--- src/rtl/delay_timer_arbiter.sv ---
// delay_timer_arbiter: round-robin owner of one shared prescaled tick-down timer.
// Define TIMER_ARB_ABORT_EN to let the owner abort a run by dropping its req.
module delay_timer_arbiter #(
  parameter int NREQ  = 4,
  parameter int DIV   = 1_000_000,
  parameter int CNT_W = 8
) (
  input  logic                  clk,
  input  logic                  reset,
  input  logic [NREQ-1:0]       req,
  input  logic [NREQ*CNT_W-1:0] delay,
  output logic [NREQ-1:0]       grant,
  output logic [NREQ-1:0]       done,
  output logic                  busy,
  output logic                  tick
);
  localparam int IW = $clog2(NREQ);
  localparam int PW = $clog2(DIV);
  typedef enum logic [1:0] {S_IDLE = 2'd0, S_RUN = 2'd1, S_DONE = 2'd2} state_t;
  state_t            r_state, w_next;
  logic [PW-1:0]     r_presc;
  logic [CNT_W-1:0]  r_rem;
  logic [IW-1:0]     r_owner, r_last, w_win;
  logic [CNT_W-1:0]  w_dly;
  logic              w_found, w_wrap, w_abort;
  // Scan from farthest to nearest so the nearest requester after r_last wins.
  always_comb begin : p_arb
    logic [IW-1:0] l_i;
    l_i = '0;
    w_found = 1'b0;
    w_win = '0;
    for (int k = NREQ; k >= 1; k--) begin
      l_i = IW'((int'(r_last) + k) % NREQ);
      if (req[l_i]) begin
        w_found = 1'b1;
        w_win = l_i;
      end
    end
  end
  assign w_dly  = delay[int'(w_win)*CNT_W +: CNT_W];
  assign w_wrap = r_presc == PW'(DIV - 1);
`ifdef TIMER_ARB_ABORT_EN
  assign w_abort = ~req[r_owner];
`else
  assign w_abort = 1'b0;
`endif
  always_ff @(posedge clk) begin
    if (reset) begin
      r_state <= S_IDLE;
      r_presc <= '0;
      r_rem   <= '0;
      r_owner <= '0;
      r_last  <= IW'(NREQ - 1);
    end else begin
      r_state <= w_next;
      if (r_state == S_IDLE && w_found) begin
        r_owner <= w_win;
        r_rem   <= w_dly;
        r_presc <= '0;
      end
      if (r_state == S_RUN) begin
        r_presc <= w_wrap ? '0 : r_presc + 1'b1;
        if (w_wrap) r_rem <= r_rem - 1'b1;
      end
      if (r_state != S_IDLE && w_next == S_IDLE) r_last <= r_owner;
    end
  end
  always_comb begin
    w_next = r_state;
    case (r_state)
      S_IDLE:  w_next = w_found ? ((w_dly == '0) ? S_DONE : S_RUN) : S_IDLE;
      S_RUN:   w_next = w_abort ? S_IDLE : ((w_wrap && r_rem == CNT_W'(1)) ? S_DONE : S_RUN);
      default: w_next = S_IDLE;
    endcase
  end
  always_comb begin
    grant = (r_state != S_IDLE) ? (NREQ'(1) << r_owner) : '0;
    done  = (r_state == S_DONE) ? (NREQ'(1) << r_owner) : '0;
    busy  = r_state != S_IDLE;
    tick  = r_state == S_RUN && w_wrap;
  end
endmodule

--- config.mk ---
export PLATFORM = sky130hd
export DESIGN_NAME = delay_timer_arbiter
export DESIGN_NICKNAME = d
export VERILOG_FILES = /design/src/rtl/delay_timer_arbiter.sv
export SDC_FILE = /design/constraint.sdc
export NUM_CORES = 1
export LEC_CHECK = 0
export CAP_MARGIN = 25
export CORE_MARGIN = 2
export CORE_UTILIZATION = 55
export CTS_BUF_LIST = sky130_fd_sc_hd__clkbuf_16
export CTS_CLUSTER_DIAMETER = 150
export DETAILED_ROUTE_END_ITERATION = 6
export PLACE_DENSITY = 0.95
export SKIP_CTS_REPAIR_TIMING = 1
export SLEW_MARGIN = 0
export SYNTH_ARGS = -nofsm -noshare
export SYNTH_HDL_FRONTEND = slang
export SYNTH_SLANG_ARGS = --single-unit
--- constraint.sdc ---
create_clock -name clk -period 3.8 [get_ports clk]
set_clock_uncertainty 0.1 [all_clocks]
set_input_delay 0.38 -clock clk [delete_from_list [all_inputs] [get_ports clk]]
set_output_delay 0.38 -clock clk [all_outputs]
set_load 0.02 [all_outputs]
After elaboration in Yosys (flattened, before gate mapping)
Index checks and enable logic that the tools add are counted.

storage, ports and cells
  bits in registers = 34
  bits of input ports = 38
  output and inout bits = 10
  word-level logic and storage cells = 58

cells by class
  $add $sub $neg = 6
  $lt $le $gt $ge = 4
  eq/ne operators = 4
  shift operators = 2
  mux-type cells = 28
  reduce and logical (&&, ||, !) cells = 9

operators by type and width
  cell                     count
  $mux W20                 3
  $shiftx A32 B6 Y8        1
  $mux W8                  3
  $add A20 B1 Y20 const B  1
  $eq A20 B20 Y1 const B   1
  $mux W2                  7
  $lt A2 B3 Y1 const B     4
  $bmux W1 S2              4
  $eq A8 B1 Y1 const B     1
  $logic_not A8 Y1         1
  $mux W1                  8
  $mux W4                  2
  $sub A8 B1 Y8 const B    1
  $add A2 B1 Y2 const B    2
  $add A2 B2 Y2 const B    2
  $logic_and A1 B1 Y1      4
  $logic_not A2 Y1         2
  $pmux W2 S2              1
  $reduce_bool A2 Y1       2
  $shl A1 B2 Y4 const A    1
  $eq A2 B1 Y1 const B     1
  $eq A2 B2 Y1 const B     1

Logic depth before layout (Yosys ltp)
Gate-level depths: netlist of the first run.

  depth in word-level cells = 14
  depth in mapped cells = 7
  depth with buffers taken out = 6

Worst setup path after synthesis of the first run
No wires, ideal clock.

  path type = register to register
  from = register r_presc[11]
  to = register r_rem[7]
  library setup time = 0.074 ns
  data arrival time = 1.940 ns
  data required time = 3.626 ns
  path slack = 1.686 ns
  stages on the path, launching flop included = 8
  path buffers = 1
  period minus slack after synthesis = 2.114 ns
  path through = dfxtp_1 > buf_6 > nor4b_2 > nand4_2 > nor3_4 > nand3_2 > or4_1 > a31oi_1

on the way
  cells in the longest elaborated chain, start to end = 3

ends and longest elaborated chain
  item                      RTL line  text
  start: declaration        21        logic [PW-1:0] r_presc;
  start signal: assignment  62        r_presc <= w_wrap ? '0 : r_presc + 1'b1;
  $eq A20 B20 Y1            41        assign w_wrap = r_presc == PW'(DIV - 1);
  $mux W8                   63        if (w_wrap) r_rem <= r_rem - 1'b1;
  $mux W8                   61        if (r_state == S_RUN) begin
  end signal: assignment    58        r_rem <= w_dly;
  end signal: assignment    63
  end: declaration          22        logic [CNT_W-1:0] r_rem;

No other way between the ends.
A chain may end at the register's enable or synchronous reset.

Final worst setup path of the first run
  from = register r_presc[2]
  to = output port tick

on the way
  cells in the longest elaborated chain, start to end = 2

ends and longest elaborated chain
  item                 RTL line  text
  $eq A20 B20 Y1       41
  $logic_and A1 B1 Y1  80        tick = r_state == S_RUN && w_wrap;
  end: declaration     15        output logic tick

No other way between the ends.

==> flow_metrics.py, run 1 <==
metrics = {
    "outcome": {
        "status": "completed",
    },
    "min_path": {
        "hp-class": "register to register",
        "min_from": "r_presc[19]$_SDFFE_PP0P_",
    },
    "detailed_routing": {
        "post-route-drc-count": 0,
        "drt_pass1_iterations": 4,
        "totalWireLength_um": 5550,
        "ant_nets": 0,
        "num_vias": 2236,
        "post_drt_wl_per_cell_um": 15.1,
        "avgViaCountPerCell": 6.08,
        "drt_iter0_markers": 109,
    },
    "layout": {
        "syn_to_final_growth_pct": 31.1,
        "instances_no_fill": 368,
        "drive_gt1_share_pct": 10.4,
        "n_antenna_cell": 0,
        "mostFrequentLayoutCells": "47 x clkdlybuf4s50_1, 34 x dfxtp_1, 30 x nor2_1",
        "final_common_cell": "clkdlybuf4s50_1",
        "final_nets": 358,
        "fillCellCount": 272,
    },
    "logic_synthesis": {
        "yosysTopAreaCell": "dfxtp_1",
        "syn_inst": 271,
        "synth_area_per_cell_um2": 8.20,
        "yosysWarnings": 0,
        "netlist.area_leader.share_pct": 30.6,
        "synth_seq_cells": 34,
        "synth-async-reset-ratio_pct": 0,
        "synthFlopType": "dfxtp_1",
        "synth.cell_area_um2": 2220,
        "syn_nets": 312,
        "synth_area_leaders": "dfxtp_1 31%, mux2i_1 8.1%, nor2_1 5.1%",
        "synth_edf_count": 0,
        "ys_seq_area_share_pct": 30.6,
        "synth_cell_types": 52,
    },
    "global_route": {
        "grt_pass1_vias": 2075,
        "overflow": 0,
        "grt_max_degree": 27,
        "grt_usage_pct": 27.2,
        "antenna_found_initial": 0,
        "grt_pass1_wl_um": 9420,
    },
    "sta": {
        "worst_slew_pin_slew_ns": 0.871,
        "tns_ns": 0,
        "rsz0062_at_grt": "false",
        "hold_viol": 0,
        "fmaxAchievable_mhz": 352,
        "fin_crit_sh_pct": 74.7,
        "fin_crit_ns": 2.84,
        "setup_viol": 0,
        "drv_slew": 0,
        "slew_headroom_pct": 41.7,
    },
    "pwr": {
        "power_leakage_nw": 1.00,
        "seqPwrFrac_pct": 35.6,
        "power_frac_comb_pct": 15.6,
        "p_sw_uw": 253,
        "p_sw_share_pct": 23.3,
        "peakVddDrop_v": 0.000298,
        "intPower_uw": 832,
        "clockPowerShare_pct": 48.8,
        "powerDensity_nw_per_um2": 372,
    },
    "setup_path": {
        "cp_slowest_cell": "clkdlybuf4s50_1",
        "end_kind": "primary output",
        "critical-path-top-delay-family": "simple AND/OR/NAND/NOR gates",
        "critPathKind": "register to primary output",
        "reg2reg_depth": 6,
        "timing.critical_path.buf_inv": 1,
        "slowest_delay_ns": 0.69,
        "cp_cell_sequence": "and4_1 > nand4_4 > nor3_4 > clkdlybuf4s50_1",
        "crit_required_ns": 3.32,
        "cp_num_cells": 4,
        "crit_path_end": "tick",
        "critPathLaunch": "r_presc[2]$_SDFFE_PP0P_",
        "r2r-start": "r_presc[2]$_SDFFE_PP0P_",
        "startpoint_type": "register",
        "arrival_ns": 2.36,
        "ff2ff_setup_slack_ns": 1.51,
        "rr_endpoint": "r_rem[6]$_SDFF_PP0_",
        "critPathMaxFanout": 9,
    },
    "floorplanning": {
        "die_x_um": 67.6,
        "start_util_pct": 56.4,
        "die_area_um2": 4560,
        "rows": 23,
        "core-area_um2": 3940,
        "ios": 48,
        "die_h_um": 67.6,
    },
    "clock_tree": {
        "insertion_delay_ns": 0.28,
        "cts_buffers": 5,
        "cts.sinks": 34,
        "cts_buffer_depth": 2,
        "root_buffer": "clkbuf_16",
        "path_clk_slew_ns": 0.06,
        "cts_max_level": 2,
        "cts_tree": "done",
    },
    "placed_design": {
        "gp_congestion": 0.805,
        "hpwl_um": 4230,
        "numPortBuffers": 47,
        "placed_cells": 360,
    },
    "job": {
        "maxCapViolCount": 0,
    },
}
## power by group through the flow
stage | registers (mW) | logic [mW] | clock network [mW]
finish | 0.386 | 0.169 | 0.529
global placement | 0.391 | 0.161 | 0
global route | 0.387 | 0.184 | 0.551
CTS | 0.385 | 0.168 | 0.536
detailed placement | 0.392 | 0.167 | 0
floorplan | 0.389 | 0.0960 | 0
## tightest hold or removal path, delay by kind of cell (launching register included)
family	cells	cell delay [ns]
AO/OA/AOI/OAI	2	0.13
flip-flops	1	0.32
## cell families (layout without fill, tap and decap cells)
group	count (synthesis)	in the layout	share of synthesized area [%]
xor+xnor	8	8	3.15
mux	24	24	11.1
simple gates	127	127	31.8
fa+ha+maj	3	3	1.69
flops	34	34	30.6
buf+inv	19	66	4.17
compound gates	56	56	17.5
## area by class of cell
cell class | instances | area (um2) | area share, %
clock inverters | 3 | 68.8 | 2.36
multi-input cells | 218 | 1450 | 49.7
clock buffers | 5 | 125 | 4.30
inverters | 7 | 26.3 | 0.902
flip-flops and latches | 34 | 681 | 23.4
well taps | 50 | 62.6 | 2.15
repair buffers | 51 | 500 | 17.2
## how the worst min path moves through the flow
| stage | end | slack (ns) | cells past startpoint |
|---|---|---|---|
| 6_report | r_presc[19]$_SDFFE_PP0P_ | 0.41 | 2 |
| 5_1_grt | r_rem[2]$_SDFF_PP0_ | 0.43 | 2 |
| 4_1_cts | r_presc[19]$_SDFFE_PP0P_ | 0.40 | 2 |
| 3_5_place_dp | r_presc[19]$_SDFFE_PP0P_ | 0.39 | 2 |
| 3_3_place_gp | r_presc[19]$_SDFFE_PP0P_ | 0.37 | 2 |
| 2_1_floorplan | r_presc[19]$_SDFFE_PP0P_ | 0.35 | 2 |
## synthesized netlist by cell type, drive strengths merged (3+ instances only)
cell and instances:
a211oi 4, xnor2 4, o21ai 10, buf 5, nand3 12, clkbuf 7
dfxtp 34, o211ai 5, nor2b 4, mux2 6, nand2 25, a31oi 10
or2 3, or3 5, ha 3, xor2 4, a21oi 9, mux2i 18
nor2 30, inv 7, a311oi 6, and4 4, nand2b 7, nor4 12
nor3 10, nand4 6
## metal layers
layer | wire length, um | track usage, % | vias up
met3 | 279 | 6.00 | 9
met5 | 0 | 0 | -
li1 | - | - | 1111
met4 | 74 | 9.18 | 0
met2 | 2870 | 47.3 | 54
met1 | 2320 | 33.0 | 1062
## state kept, by name, indices dropped and copies added, names as in the netlist
signal,cells
r_presc,20
r_owner,2
r_rem,8
r_last,2
r_state,2
## per-stage QoR
stage | instance area, um2 | hold WS [ns] | power, mW | setup WS [ns] | utilization [%]
after floorplan | 2220 | 0.352 | 0.485 | 1.69 | -
after global placement | 2720 | 0.367 | 0.552 | 1.21 | 69.0
after detailed placement | 2720 | 0.390 | 0.559 | 1.07 | 69.0
after CTS | 2910 | 0.403 | 1.09 | 0.969 | 73.9
after global routing | 2910 | 0.429 | 1.12 | 0.856 | 73.9
final | 2910 | 0.405 | 1.08 | 0.962 | 73.9
Note: power is estimated with default switching activity, not from simulation.
==> inputs of run 2 (changes only) <==
- CORE_UTILIZATION: 55 -> 46
- PLACE_DENSITY: 0.95 -> 0.86
- clock period: 3.8 -> 2.6 ns (I/O delays scaled with it)
==> run 2 against run 1 <==
Combinational power is 50% higher. Clock power is 8.1% higher. Die area is 18% higher. Sequential power is 46% higher. First-iteration DRC count is 51% higher. Core utilization is 12 points lower. Critical path depth stayed put. Non-clock buffer count is 2 higher. Clock-buffer cell count stayed put. Final area is 0.69% lower. Sequential cell count stayed put. Largest cell class unchanged. Highest routed layer unchanged.
==> flow_metrics.py, run 2 (synthesis results as in run 1) <==
metrics = {
    "floorplanning": {
        "die_h_um": 73.5,
        "die_x_um": 73.5,
        "die_area_um2": 5400,
        "rows": 25,
        "ios": 48,
        "core-area_um2": 4690,
        "start_util_pct": 47.4,
    },
    "sta": {
        "hold_viol": 0,
        "drv_slew": 0,
        "hold_ws_ns": 0.393,
        "fin_crit_ns": 2.50,
        "setup_viol": 0,
        "slew_headroom_pct": 64.6,
        "tns_ns": 0,
        "rsz0062_at_grt": "false",
        "fin_crit_sh_pct": 96.1,
        "fmaxAchievable_mhz": 400,
        "worst_slew_pin_slew_ns": 0.527,
    },
    "global_route": {
        "grt_pass1_vias": 2145,
        "grt_pass1_wl_um": 9540,
        "antenna_found_initial": 0,
        "grt_usage_pct": 22.2,
        "grt_max_degree": 26,
        "overflow": 0,
    },
    "layout": {
        "n_antenna_cell": 0,
        "top_register": "r_presc",
        "multiInputGateArea_um2": 1450,
        "largest_reg_flops": 20,
        "seqCellArea_um2": 681,
        "fillCellCount": 386,
        "syn_to_final_growth_pct": 30.2,
        "final_common_cell": "clkdlybuf4s50_1",
        "final_nets": 360,
        "reg_top3": "r_presc: 20 flops, r_rem: 8 flops",
        "drive_gt1_share_pct": 10.6,
        "mostFrequentLayoutCells": "47 x clkdlybuf4s50_1, 34 x dfxtp_1, 30 x nor2_1",
    },
    "detailed_routing": {
        "drt_iter0_markers": 165,
        "avgViaCountPerCell": 6.01,
        "post_drt_wl_per_cell_um": 15.1,
        "num_vias": 2249,
        "totalWireLength_um": 5660,
        "ant_nets": 0,
        "drt_pass1_iterations": 4,
        "post-route-drc-count": 0,
    },
    "setup_path": {
        "end_kind": "primary output",
        "startpoint_type": "register",
        "arrival_ns": 2.14,
        "critPathKind": "register to primary output",
        "ff2ff_setup_slack_ns": 0.31,
        "crit_required_ns": 2.24,
        "r2r-start": "r_presc[2]$_SDFFE_PP0P_",
        "rr_endpoint": "r_rem[6]$_SDFF_PP0_",
        "reg2reg_depth": 6,
        "critPathMaxFanout": 6,
    },
    "pwr": {
        "peakVddDrop_v": 0.000256,
        "powerDensity_nw_per_um2": 480,
        "power_leakage_nw": 0.990,
    },
    "min_path": {
        "holdPathEnd": "r_rem[2]$_SDFF_PP0_",
        "hp-class": "register to register",
        "holdPathStages": 2,
        "min_from": "r_rem[2]$_SDFF_PP0_",
    },
    "clock_tree": {
        "path_clk_slew_ns": 0.06,
        "cts_max_level": 2,
        "cts.sinks": 34,
        "root_buffer": "clkbuf_16",
        "insertion_delay_ns": 0.28,
        "cts_buffers": 5,
        "cts_tree": "done",
        "cts_buffer_depth": 2,
    },
    "outcome": {
        "status": "completed",
    },
    "placed_design": {
        "numPortBuffers": 47,
        "gp_congestion": 0.827,
        "hpwl_um": 4200,
    },
    "job": {
        "maxCapViolCount": 0,
    },
}
==> run 2: cell count changes in the layout (fill, tap and decap cells not counted), sizes merged <==
| cell | previous run | this run |
|---|---|---|
| clkinv | 1 | 2 |
| bufinv | 2 | 0 |
| clkinvlp | 0 | 1 |
| buf | 4 | 6 |
==> run 2: through the flow <==
stage	worst slack (ns)	std cells	power (mW)	instance area (um2)	util, %
after global routing	0.0292	374	1.44	2890	61.7
after floorplan	0.486	271	0.708	2220	-
after CTS	0.135	374	1.39	2890	61.7
after global placement	0.292	366	0.814	2750	58.6
after detailed placement	0.219	366	0.823	2750	58.6
final	0.102	374	1.39	2890	61.7
==> run 2: worst max-delay path, cell delays in order (launching register included) <==
cell	delay, ns
dfxtp_1	0.41
and4_1	0.37
nand4_4	0.17
nor3_4	0.22
clkdlybuf4s50_1	0.67
==> run 2: worst max path at each step <==
| stage | startpoint | end | cells after the start |
|---|---|---|---|
| final | r_presc[2]$_SDFFE_PP0P_ | tick | 4 |
| after global routing | r_presc[2]$_SDFFE_PP0P_ | tick | 4 |
| after CTS | r_presc[2]$_SDFFE_PP0P_ | tick | 4 |
| after detailed placement | req[3] | r_presc[17]$_SDFFE_PP0P_ | 5 |
| after global placement | req[1] | r_rem[5]$_SDFF_PP0_ | 7 |
| after floorplan | r_presc[11]$_SDFFE_PP0P_ | r_rem[7]$_SDFF_PP0_ | 7 |
==> run 2: final cells by class <==
type	count	share of cell area [%]
Inverter	7	0.908
Tap cell	54	2.34
Clock buffer	5	4.33
Multi-Input combinational cell	218	50.1
Sequential cell	34	23.5
Clock inverter	3	0.562
Timing Repair Buffer	53	18.3
==> run 2: per-layer routing <==
metal	vias to the layer above	GRT usage, %	wire length [um]	part of all wire, %
li1	1121	-	-	-
met1	1067	28.0	2510	44
met2	52	37.3	2860	50
met3	9	3.98	184	3.2
met4	0	8.48	106	1.9
met5	-	0	0	0
==> run 2: report_power, final <==
group | internal, mW | switching (mW)
Sequential | 0.541 | 0.0224
Combinational | 0.128 | 0.124
Clock | 0.349 | 0.223
Total | 1.02 | 0.370
